### config.mk
export PLATFORM = sky130hd
export DESIGN_NAME = stream_merge_2_rr
export DESIGN_NICKNAME = d
export VERILOG_FILES = /design/src/rtl/stream_merge_2_rr.sv
export SDC_FILE = /design/constraint.sdc
export NUM_CORES = 1
export LEC_CHECK = 0
export CORE_MARGIN = 8
export CORE_UTILIZATION = 40
export CTS_BUF_LIST = sky130_fd_sc_hd__clkbuf_8 sky130_fd_sc_hd__clkbuf_16
export CTS_CLUSTER_DIAMETER = 40
export DETAILED_ROUTE_END_ITERATION = 10
export PLACE_DENSITY = 0.8
export SLEW_MARGIN = 15
export SYNTH_ARGS = -nofsm -noshare
export SYNTH_HDL_FRONTEND = slang
export SYNTH_SLANG_ARGS = --single-unit
### constraint.sdc
create_clock -name clock -period 3.2 [get_ports clock]
set_input_delay 0.64 -clock clock [delete_from_list [all_inputs] [get_ports clock]]
set_output_delay 0.64 -clock clock [all_outputs]
set_load 0.005 [all_outputs]
### src/rtl/stream_merge_2_rr.sv
// stream_merge_2_rr: two-source round-robin stream merger with packet locking and a registered output stage
module stream_merge_2_rr #(
  parameter int DATA_WIDTH   = 8,
  parameter bit LOCK_ON_LAST = 1'b1
) (
  input  logic                  clock,
  input  logic                  reset,
  input  logic                  true_valid,
  input  logic [DATA_WIDTH-1:0] true_data,
  input  logic                  true_last,
  output logic                  true_ready,
  input  logic                  false_valid,
  input  logic [DATA_WIDTH-1:0] false_data,
  input  logic                  false_last,
  output logic                  false_ready,
  output logic                  out_valid,
  output logic [DATA_WIDTH-1:0] out_data,
  output logic                  out_last,
  input  logic                  out_ready,
  output logic                  bit_select,
  output logic                  busy
);
  typedef enum logic [1:0] {IDLE, LOCK_TRUE, LOCK_FALSE} state_t;
  state_t state;
  logic   ptr;
  logic   space, cand_true, cand_false, true_acc, false_acc;
  always_comb begin
    space       = !out_valid | out_ready;
    cand_true   = true_valid & (!false_valid | ptr);
    cand_false  = false_valid & (!true_valid | !ptr);
    true_ready  = !reset & space & ((state == IDLE) ? cand_true : (state == LOCK_TRUE));
    false_ready = !reset & space & ((state == IDLE) ? cand_false : (state == LOCK_FALSE));
    true_acc    = true_valid & true_ready;
    false_acc   = false_valid & false_ready;
    busy        = state != IDLE;
  end
  // ptr = 1 favours the true source on a tie; it flips to the loser after every accept
  always_ff @(posedge clock) begin
    if (reset) begin
      state      <= IDLE;
      ptr        <= 1'b1;
      out_valid  <= 1'b0;
      out_data   <= '0;
      out_last   <= 1'b0;
      bit_select <= 1'b0;
    end else begin
      if (true_acc | false_acc) begin
        out_valid  <= 1'b1;
        out_data   <= true_acc ? true_data : false_data;
        out_last   <= true_acc ? true_last : false_last;
        bit_select <= true_acc;
        ptr        <= false_acc;
      end else if (out_ready) begin
        out_valid <= 1'b0;
      end
      if (LOCK_ON_LAST) begin
        if (true_acc) state <= true_last ? IDLE : LOCK_TRUE;
        else if (false_acc) state <= false_last ? IDLE : LOCK_FALSE;
      end
    end
  end
endmodule

* Word level (Yosys, flattened, before mapping) *
Index checks and enable logic that the tools add are counted.

operators by class
  equality and inequality tests = 2
  reduce and logical (&&, ||, !) cells = 9
  multiplexer cells = 10
  bitwise gates (word level) = 11

operator list
  kind                                            count
  two-way mux 8 bit                               1
  AND 1 bit                                       7
  two-way mux 1 bit                               6
  two-way mux 2 bit                               3
  nonzero test 2 bit                              3
  logical NOT 1 bit                               5
  OR 1 bit                                        4
  == test 2 x 1 -> 1 bit (second input constant)  1
  == test 2 bit (second input constant)           1
  logical NOT 2 bit                               1

storage, ports and cells
  flip-flop bits (word level) = 14
  input port bits = 23

* Depth between registers and ports, before layout *
Gate-level depths: netlist of run 1.

  depth in word-level cells = 8
  depth in mapped cells = 6
  depth with buffers taken out = 4

* Worst setup path before layout of run 1 *
No wires, ideal clock.

  kind = input to register
  start point = input reset
  end point = register ptr
  required time = 3.080 ns
  stages = 5
  library setup time = 0.120 ns
  arrival time = 1.825 ns
  setup slack = 1.256 ns
  path through = buf_6 -> or4_1 -> buf_6 -> buf_8 -> a211o_1

between the ends
  longest elaborated chain between the ends = 5
  elaborated cells on any way between the ends = 7
  classes of those cells = bitwise (6); reduce/logical (1)

ends and longest elaborated chain
  item                                 line    RTL
  start, declared                      7       input logic reset,
  logical NOT 1 bit                    31, 32
  AND 1 bit                            31, 32
  AND 1 bit, on equally long branches  31, 32
  AND 1 bit, on equally long branches  33, 34
  OR 1 bit                             47      if (true_acc | false_acc) begin
  end signal, assigned                 52      ptr <= false_acc;
  end, declared                        25      logic ptr;

Parallel ways exist; a longest one is shown, timed or not.
A chain may end at the register's enable or synchronous reset.

* Final worst setup path of run 1 *
  start point = input out_ready
  end point = output false_ready

between the ends
  longest elaborated chain between the ends = 3

ends and longest elaborated chain
  item                     line  RTL
  start, declared          19    input logic out_ready,
  OR 1 bit                 28    space = !out_valid | out_ready;
  AND 1 bit (2 in series)  32    false_ready = !reset & space & ((state == IDLE) ? cand_false : (state == LOCK_FALSE));
  end, declared            15    output logic false_ready,

No other way between the ends.

==> out/results.ini, run 1 <==
[power]
power-per-cell-area_nw_per_um2=440.1
pwr-share-comb_pct=24.7
seqPwrFrac_pct=40.9
ir_drop_v=0.0002791
total_leakage_power_nw=0.4495
internal-power_uw=374.3
p_clk_share_pct=34.4
switchingPower_uw=111.4
p_sw_share_pct=22.93

[setup_path]
endpoint_kind=output pin
worstPathMaxFanout=5
r2r_slack_ns=1.31
path_delay_family=buffers and inverters
r2r_end=out_last$_SDFFE_PP0P_
slowest_stage=clkdlybuf4s50_1
max_stage_delay_ns=0.53
worstSetupStartpointType=input port
cp_num_buf_inv=2
r2r_cells=4
worstSetupPathType=input port to output pin
cpMostUsedCell=clkdlybuf4s50_1
r2r-start=out_valid$_SDFFE_PP0P_
cp.required_ns=2.56
crit_chain=clkdlybuf4s50_1, nor2b_1, or2_2, nor3_1, clkdlybuf4s50_1
worstPathArrival_ns=2.20

[logic_synthesis]
synth.avg_cell_area_um2=9.469
synth_top_area_cell=dfxtp_1
synth_edf_count=0
synth_ff_type=dfxtp_1
async_flop_share_pct=0
ys_top_cells_by_area=dfxtp_1 40%, mux2i_1 13%, a211oi_1 9.6%
synth_seq_cells=14
synth_warnings=0
netlist_instances=74
seq_area_frac_synth_pct=40.00
yosysTopAreaCellShare_pct=40.00
synthesis.area_um2=700.7
synth_fp_nets=97
synth_cell_type_count=25

[drt]
top_layer=met4
ant_nets=0
post_drt_wl_per_cell_um=14.33
met2_length_um=905
wl_um=1834
drc=0
vias=651
vias_per_cell=5.086
dr.pass1.iters=4
dr_wl_met3_um=208
wl_met1_um=701
first_iter_violations=9

[clock_network]
clk_pin_slew_ns=0.05
cts_max_level=1
cts.path.max_buffers=2
cts-root-buf=clkbuf_8
clock_latency_ns=0.24
postCtsSetupBuffers=0
cts_buffers=3
cts_resized=0
cts.sinks=14
cts_hold_buf=0
cts_tree=done

[timing]
fin_crit_ns=2.843
worstMarginPinSlew_ns=0.6586
rsz0062_at_grt=false
finalSetupTns_ns=0
clock-skew-final_ns=0.0006751
max_freq_ghz=0.3517
setup_viol=0
finalMaxSlewViolations=0
min_period_over_period_pct=88.85
slew_headroom_pct=55.69
hold_viol=0

[finish]
synthToLayoutAreaGrowth_pct=57.50
instances_no_fill=128
layout_common_cells=36 x clkdlybuf4s50_1, 14 x dfxtp_1, 12 x nor2_1, 9 x mux2i_1, 9 x a211oi_1
mostFrequentLayoutCell=clkdlybuf4s50_1
num-fill-cells=148
layout-drive-gt1-share_pct=9.910
nNetsFinal=135
antenna_cells=0
fin_util_pct=65.33

[die]
die-height_um=57.86
die_w_um=57.86
core-area_um2=1689
dieArea_um2=3347
ios=37
start_util_pct=41.48
rows=15

[place]
place_congestion=0.7522
place_inst=124
hpwl_um=1392
numPortBuffers=36

[global_routing]
grt_start_max_net_pins=20
grt_pass1_vias=696
antenna_found_initial=0
grt_pass1_wl_um=2918
grt_usage_pct=11.18
grt-ovfl-total=0

[hold_path]
hold_path_class=register to register
hp-start=bit_select$_SDFFE_PP0P_
hold_path_depth=2
min_to=bit_select$_SDFFE_PP0P_

[status]
status=finished, final reports clean

[job]
maxCapViolCount=0

kinds of logic after synthesis:
| group | count (synthesis) | share of synthesized area [%] |
|---|---|---|
| buffers and inverters | 6 | 7.499 |
| multiplexers | 9 | 12.86 |
| flip-flops | 14 | 40.00 |
| AO/OA/AOI/OAI | 17 | 17.50 |
| AND/OR/NAND/NOR | 28 | 22.14 |
sequential cells by signal, indices dropped and copies added, names as in the netlist:
signal	count
bit_select	1
out_data	8
out_last	1
out_valid	1
ptr	1
state	2
power groups by stage:
stage | combinational, mW | sequential, mW | clock (mW)
detailed placement | 0.121 | 0.202 | 0
CTS | 0.122 | 0.199 | 0.171
floorplan | 0.0565 | 0.202 | 0
global placement | 0.119 | 0.201 | 0
finish | 0.120 | 0.199 | 0.167
global route | 0.131 | 0.200 | 0.183
worst max-delay path by stage:
stage                    from                to  cells past startpoint
global placement    out_ready       false_ready                      5
CTS                 out_ready       false_ready                      5
global route        out_ready       false_ready                      5
floorplan               reset  ptr$_SDFFE_PP1P_                      5
finish              out_ready       false_ready                      5
detailed placement  out_ready       false_ready                      5
final cells by class:
| cell class | count | area, um^2 | share of cell area [%] |
|---|---|---|---|
| Clock buffer | 4 | 55.05 | 4.989 |
| Inverter | 1 | 3.754 | 0.3401 |
| Multi-Input combinational cell | 54 | 367.9 | 33.33 |
| Sequential cell | 14 | 280.3 | 25.40 |
| Tap cell | 17 | 21.27 | 1.927 |
| Timing Repair Buffer | 38 | 375.4 | 34.01 |
worst register-to-register path: stages, from the launching register on:
cell and delay (ns):
dfxtp_1 0.30, nor2b_1 0.17, or4_1 0.84, mux2i_1 0.21, a211oi_1 0.27
layer usage:
metal  track usage (%)  up-vias
met2             18.47       26
met3             6.623        3
met1             11.08      284
met4             4.895        0
met5                 0        -
li1                  -      338
synth_stat cells (2+ instances only):
library cell	instances
a211oi_1	9
a21oi_1	4
buf_6	2
dfxtp_1	14
mux2i_1	9
nand2b_1	4
nor2_1	12
nor3_1	2
or2_2	2
metrics by stage:
| stage | hold WS, ns | total power [mW] | setup WS (ns) | area [um^2] |
|---|---|---|---|---|
| after CTS | 0.4790 | 0.4921 | 0.3399 | 1104 |
| after floorplan | 0.4668 | 0.2588 | 1.256 | 700.7 |
| after global placement | 0.4633 | 0.3198 | 0.4034 | 1049 |
| final | 0.4791 | 0.4857 | 0.3567 | 1104 |
| after global routing | 0.5089 | 0.5146 | 0.3030 | 1104 |
| after detailed placement | 0.4705 | 0.3229 | 0.3493 | 1049 |
Note: power is estimated with default switching activity, not from simulation.
==> run 2: changes to the inputs <==
--- a/config.mk
+++ b/config.mk
@@ -11,6 +11,7 @@
 export CTS_CLUSTER_DIAMETER = 40
 export DETAILED_ROUTE_END_ITERATION = 10
 export PLACE_DENSITY = 0.8
+export SKIP_CTS_REPAIR_TIMING = 1
 export SLEW_MARGIN = 15
 export SYNTH_ARGS = -nofsm -noshare
 export SYNTH_HDL_FRONTEND = slang
==> results of run 2 <==
Same layout as run 1: the final DEF is identical, and so are final timing and power.
==> run 3: changes to the inputs <==
--- a/config.mk
+++ b/config.mk
@@ -16,3 +16,4 @@
 export SYNTH_ARGS = -nofsm -noshare
 export SYNTH_HDL_FRONTEND = slang
 export SYNTH_SLANG_ARGS = --single-unit
+export TNS_END_PERCENT = 5
==> results of run 3 <==
Same layout as run 1: the final DEF is identical, and so are final timing and power.
